File: config.mk
export PLATFORM = sky130hd
export DESIGN_NAME = uart_tx_cfg
export DESIGN_NICKNAME = d
export VERILOG_FILES = /design/src/rtl/uart_pkg.sv /design/src/rtl/uart_baud_gen.sv /design/src/rtl/uart_tx_cfg.sv
export SDC_FILE = /design/constraint.sdc
export NUM_CORES = 1
export LEC_CHECK = 0
export CORE_MARGIN = 2
export CORE_UTILIZATION = 52
export DETAILED_ROUTE_END_ITERATION = 10
export PLACE_DENSITY = 0.79
export SLEW_MARGIN = 20
export SYNTH_ARGS = -nofsm -noshare
export SYNTH_HDL_FRONTEND = slang
export SYNTH_SLANG_ARGS = --single-unit
File: constraint.sdc
create_clock -name sys_clk -period 2.1 [get_ports sys_clk]
set_clock_uncertainty 0.15 [all_clocks]
set_input_delay 0.21 -clock sys_clk [delete_from_list [all_inputs] [get_ports sys_clk]]
set_output_delay 0.21 -clock sys_clk [all_outputs]
set_load 0.02 [all_outputs]
File: src/rtl/uart_pkg.sv
`default_nettype none
// ============================================================================
//  Module   : uart_pkg
//  Brief    : Shared UART definitions: parity encodings, FSM state encodings
//             and the clocks-per-bit helper. Used by the TX and RX blocks.
//  Revision : 1.0 - initial release
// ============================================================================
package uart_pkg;

    // Parity selector values for the PARITY parameter
    localparam int PAR_NONE = 0;
    localparam int PAR_ODD  = 1;
    localparam int PAR_EVEN = 2;

    // Frame-level state encoding
    typedef enum logic [2:0] {
        ST_IDLE  = 3'd0,
        ST_START = 3'd1,
        ST_DATA  = 3'd2,
        ST_PAR   = 3'd3,
        ST_STOP  = 3'd4
    } uart_state_t;

    // Number of sys_clk cycles per serial bit
    function automatic int baud_cnt_max(input int clk_hz, input int bps);
        return clk_hz / bps;
    endfunction

endpackage
`default_nettype wire

File: src/rtl/uart_baud_gen.sv
`default_nettype none
// ============================================================================
//  Module   : uart_baud_gen
//  Brief    : Bit-period counter. Runs while enabled, held at zero otherwise,
//             and flags the last clock of every bit period with o_bit_end.
//  Revision : 1.0 - initial release
// ============================================================================
module uart_baud_gen #(
    parameter int CNT_MAX = 5208
) (
    input  logic sys_clk,
    input  logic sys_rst_n,
    input  logic i_en,
    output logic o_bit_end
);

    localparam int               c_cnt_w    = (CNT_MAX > 1) ? $clog2(CNT_MAX) : 1;
    localparam logic [c_cnt_w-1:0] c_cnt_last = c_cnt_w'(CNT_MAX - 1);

    logic [c_cnt_w-1:0] r_cnt;

    // Free-running bit counter; wrapping (not reloading) keeps back-to-back frames drift-free
    always_ff @(posedge sys_clk) begin
        if (!sys_rst_n || !i_en) begin
            r_cnt <= '0;
        end else if (r_cnt == c_cnt_last) begin
            r_cnt <= '0;
        end else begin
            r_cnt <= r_cnt + 1'b1;
        end
    end

    assign o_bit_end = i_en && (r_cnt == c_cnt_last);

endmodule
`default_nettype wire

File: src/rtl/uart_tx_cfg.sv
`default_nettype none
// ============================================================================
//  Module   : uart_tx_cfg
//  Brief    : Parametrised UART transmitter with valid/ready input and a
//             one-entry holding buffer for gap-free back-to-back frames.
//  Revision : 1.0 - initial release
// ============================================================================
module uart_tx_cfg
    import uart_pkg::*;
#(
    parameter int CLK_FREQ  = 50_000_000,
    parameter int UART_BPS  = 9600,
    parameter int DATA_BITS = 8,
    parameter int PARITY    = 0,
    parameter int STOP_BITS = 1
) (
    input  logic                 sys_clk,
    input  logic                 sys_rst_n,
    input  logic [DATA_BITS-1:0] pi_data,
    input  logic                 pi_valid,
    output logic                 pi_ready,
    output logic                 tx,
    output logic                 busy
);

    localparam int         BAUD_CNT_MAX = baud_cnt_max(CLK_FREQ, UART_BPS);
    localparam logic [3:0] c_last_data  = 4'(DATA_BITS - 1);
    localparam logic [3:0] c_last_stop  = 4'(STOP_BITS - 1);

    // Reject unsupported configurations at elaboration
    if (DATA_BITS < 5 || DATA_BITS > 9) begin : g_err_data_bits
        $error("uart_tx_cfg: DATA_BITS must be 5..9");
    end
    if (PARITY < 0 || PARITY > 2) begin : g_err_parity
        $error("uart_tx_cfg: PARITY must be 0, 1 or 2");
    end
    if (STOP_BITS < 1 || STOP_BITS > 2) begin : g_err_stop_bits
        $error("uart_tx_cfg: STOP_BITS must be 1 or 2");
    end
    if (BAUD_CNT_MAX < 2) begin : g_err_baud
        $error("uart_tx_cfg: CLK_FREQ/UART_BPS must be at least 2");
    end

    uart_state_t           r_state;
    uart_state_t           w_state_nxt;
    logic [DATA_BITS-1:0]  r_buf;
    logic                  r_buf_full;
    logic [DATA_BITS-1:0]  r_shift;
    logic [DATA_BITS-1:0]  w_shift_nxt;
    logic [3:0]            r_bit_cnt;
    logic [3:0]            w_bit_cnt_nxt;
    logic                  r_par_bit;
    logic                  w_par_of_buf;
    logic                  r_tx;
    logic                  w_tx_nxt;
    logic                  w_accept;
    logic                  w_load;
    logic                  w_bit_end;

    assign w_accept     = pi_valid & ~r_buf_full;
    assign w_par_of_buf = (PARITY == PAR_ODD) ? ~^r_buf : ^r_buf;

    uart_baud_gen #(
        .CNT_MAX   (BAUD_CNT_MAX)
    ) u_baud_gen (
        .sys_clk   (sys_clk),
        .sys_rst_n (sys_rst_n),
        .i_en      (r_state != ST_IDLE),
        .o_bit_end (w_bit_end)
    );

    // Holding buffer: filled on handshake, freed when the frame engine takes it
    always_ff @(posedge sys_clk) begin
        if (!sys_rst_n) begin
            r_buf      <= '0;
            r_buf_full <= 1'b0;
        end else if (w_accept) begin
            r_buf      <= pi_data;
            r_buf_full <= 1'b1;
        end else if (w_load) begin
            r_buf_full <= 1'b0;
        end
    end

    // Frame engine registers: state, shift register, bit counter, parity, line
    always_ff @(posedge sys_clk) begin
        if (!sys_rst_n) begin
            r_state   <= ST_IDLE;
            r_shift   <= '0;
            r_bit_cnt <= '0;
            r_par_bit <= 1'b0;
            r_tx      <= 1'b1;
        end else begin
            r_state   <= w_state_nxt;
            r_shift   <= w_shift_nxt;
            r_bit_cnt <= w_bit_cnt_nxt;
            r_tx      <= w_tx_nxt;
            if (w_load) begin
                r_par_bit <= w_par_of_buf;
            end
        end
    end

    // Next-state and next-line logic; a load from the buffer can happen from IDLE
    // or directly at the end of STOP so consecutive frames abut
    always_comb begin
        w_state_nxt   = r_state;
        w_shift_nxt   = r_shift;
        w_bit_cnt_nxt = r_bit_cnt;
        w_tx_nxt      = r_tx;
        w_load        = 1'b0;
        case (r_state)
            ST_IDLE: begin
                w_tx_nxt = 1'b1;
                w_load   = r_buf_full;
            end
            ST_START: begin
                if (w_bit_end) begin
                    w_state_nxt   = ST_DATA;
                    w_tx_nxt      = r_shift[0];
                    w_shift_nxt   = {1'b0, r_shift[DATA_BITS-1:1]};
                    w_bit_cnt_nxt = '0;
                end
            end
            ST_DATA: begin
                if (w_bit_end) begin
                    if (r_bit_cnt == c_last_data) begin
                        w_bit_cnt_nxt = '0;
                        if (PARITY != PAR_NONE) begin
                            w_state_nxt = ST_PAR;
                            w_tx_nxt    = r_par_bit;
                        end else begin
                            w_state_nxt = ST_STOP;
                            w_tx_nxt    = 1'b1;
                        end
                    end else begin
                        w_bit_cnt_nxt = r_bit_cnt + 4'd1;
                        w_tx_nxt      = r_shift[0];
                        w_shift_nxt   = {1'b0, r_shift[DATA_BITS-1:1]};
                    end
                end
            end
            ST_PAR: begin
                if (w_bit_end) begin
                    w_state_nxt   = ST_STOP;
                    w_tx_nxt      = 1'b1;
                    w_bit_cnt_nxt = '0;
                end
            end
            ST_STOP: begin
                if (w_bit_end) begin
                    if (r_bit_cnt == c_last_stop) begin
                        w_bit_cnt_nxt = '0;
                        if (r_buf_full) begin
                            w_load = 1'b1;
                        end else begin
                            w_state_nxt = ST_IDLE;
                        end
                    end else begin
                        w_bit_cnt_nxt = r_bit_cnt + 4'd1;
                    end
                end
            end
            default: begin
                w_state_nxt = ST_IDLE;
                w_tx_nxt    = 1'b1;
            end
        endcase
        if (w_load) begin
            w_state_nxt   = ST_START;
            w_tx_nxt      = 1'b0;
            w_shift_nxt   = r_buf;
            w_bit_cnt_nxt = '0;
        end
    end

    assign pi_ready = ~r_buf_full;
    assign busy     = (r_state != ST_IDLE) | r_buf_full;
    assign tx       = r_tx;

endmodule
`default_nettype wire

==> metrics.txt <==
min cycle time layout 1980 ps; Worst Path Max Fanout 7; Mean Syn Cell Area 8.49 um^2; full die area 4260 um^2; clock root cell clkbuf_8; period utilisation layout 94.5%; grt ovf 0; Crit path required time 2170 ps; slowest stage delay, CP 530 ps; initial core utilization 53.7%; wire per inst 13.4 um; Final ANT Viol Nets 0; Core Area 3630 um^2; Area growth, synth to finish 19.0%; outcome finished clean; clk sinks 38; Ys Warns 0; final setup violating endpoints 0; vias in the first global route 1611; number of I/O port buffers 13; static leakage power 0.842 nW; hold_buf cts 0; via count 1726; Inst Count DP 297; multi-input logic area 1130 um^2; Seq/Total Area, Yosys 39.0%; number of vias per cell 5.68; post-synthesis sequential element count 38; 1st-pass router iterations 4; Crit path arrival time 2050 ps; first-pass GRT wire length 7070 um; Buffers & Inverters on Critical Path 0; Reg clk slew, reported paths 70 ps; initial antenna violation count 0; cell with the most instances after synthesis nand2_1; delay-heaviest family, CP simple AND/OR/NAND/NOR gates; Slew HR 72.7%; fin util 63.9%; critical-path cell list nor4_4 > nand3_4 > nand3b_4 > or4_4 > a21oi_2; layout cell share with drive strength beyond 1 15.6%; worst hold margin 268 ps; synth top area cells dfxtp_1, nand2_1, nor2_1; EDFF count, synth 0; CTS tree done; Top Ports 14; Max IR drop VDD 0.000522 V; Post-Synthesis Cell Area 1950 um^2; synth cell count leaders nand2_1, dfxtp_1, nor2_1; RSZ-0062 raised after global routing false; slowest cell on the critical path or4_4; CTS H-tree depth 2; FMAX 504 MHz; die height 65.3 um; Cell variety after synth 52; Worst Hold Class flop to flop; Post-synth ARST share 0%; clk buf depth 2; Fill cells 318; Net count, final 271; WS Path Type flop to flop; total global-route track usage 20.9%; standard-cell row count 22; Starting DRT DRC Count 87; worst skew pair latency 280 ps; Final Total Pwr 1.45 mW; Setup crit start kind flop; largest net degree at the start of global routing 14; Yosys top cell area share 39.0%; setup_tns 0 ps; Worst Max-Slew Pin Slew 406 ps; non-filler cells, final 304; syn_nets 244; ant diodes 0; Crit. End Element flop; Synth area leader dfxtp_1; routed wire length 4070 um; CTS buffer count 5; DRC 0; PwrDens 623 nW/um^2; RD Place Congestion 0.879; MaxCap Viol Count 0; Final Hold Fails 0; Slew Limit Fails 0; register area 762 um^2; die width 65.3 um; top_reg_cell synth dfxtp_1; Mapped Cells 230; hpwl dp 3010 um
[metrics by stage]
step	setup slack, ps	area (um^2)
6_report	115	2320
5_1_grt	7.37	2320
4_1_cts	18.2	2300
3_5_place_dp	103	2220
3_3_place_gp	121	2220
2_1_floorplan	108	1950
[cell usage in the layout (no fill, tap or decap), types with 6 or more instances in the layout]
master            n
inv_1             6
o21ai_0           6
nor2_1           21
a41oi_1           7
dfxtp_1          37
clkbuf_8          6
buf_4            18
nand2_1          41
o31ai_1           7
xor2_1            6
clkdlybuf4s50_1  12
a21boi_0          9
nand3_1          11
[final cells by class]
type	instances	area share [%]
multi-input cells	175	48.6
flip-flops and latches	38	32.8
repair buffers	31	11.5
inverters	6	0.969
well taps	48	2.58
clock buffers	6	3.55
[worst paths after layout]
kind	endpoint	slack (ps)	cells after the start	from
worst max-delay path	r_bit_cnt[3]$_SDFFE_PP0P_	120	5	u_baud_gen.r_cnt[5]$_SDFF_PP0_
worst max register to register	r_bit_cnt[3]$_SDFFE_PP0P_	120	5	u_baud_gen.r_cnt[5]$_SDFF_PP0_
worst min register to register	u_baud_gen.r_cnt[0]$_SDFF_PP0_	270	1	u_baud_gen.r_cnt[0]$_SDFF_PP0_
worst min-delay path	u_baud_gen.r_cnt[0]$_SDFF_PP0_	270	1	u_baud_gen.r_cnt[0]$_SDFF_PP0_
[sequential cells by signal, summed over array words and instances (netlist names)]
register,flops
r_bit_cnt,4
r_buf,8
r_buf_full,1
r_shift,8
r_state,3
tx,1
u_baud_gen.r_cnt,13
[cell families after synthesis]
family	after synthesis	share of synthesized area, %
buffers and inverters	17	3.59
flip-flops	38	39.0
XOR/XNOR	11	4.94
multiplexers	1	0.577
AO/OA/AOI/OAI	51	19.1
AND/OR/NAND/NOR	109	30.9
adder cells (fa/ha/maj)	3	1.92
[power by group]
part           switching, mW  internal (mW)  total [mW]  leakage (nW)
clock                  0.235          0.253       0.488        0.0431
sequential            0.0250          0.751       0.776         0.310
combinational         0.0962         0.0875       0.184         0.489
total                  0.356           1.09        1.45         0.842
[layer usage]
metal	track usage (%)	wire length, um	share of wire [%]	up-vias
li1	-	-	-	869
met1	27.7	1970	48	818
met2	34.2	1920	47	37
met3	5.99	178	4.4	2
met4	3.91	6	0.15	0
met5	0	0	0	-
[what timing repair did]
item / 4_1_cts / 5_1_grt
buffers inserted: 0 / 1
gates resized for setup: 0 / 4
setup endpoints to repair: 0 / 13
hold endpoints to repair: 0 / 0
Note: power is estimated with default switching activity, not from simulation.
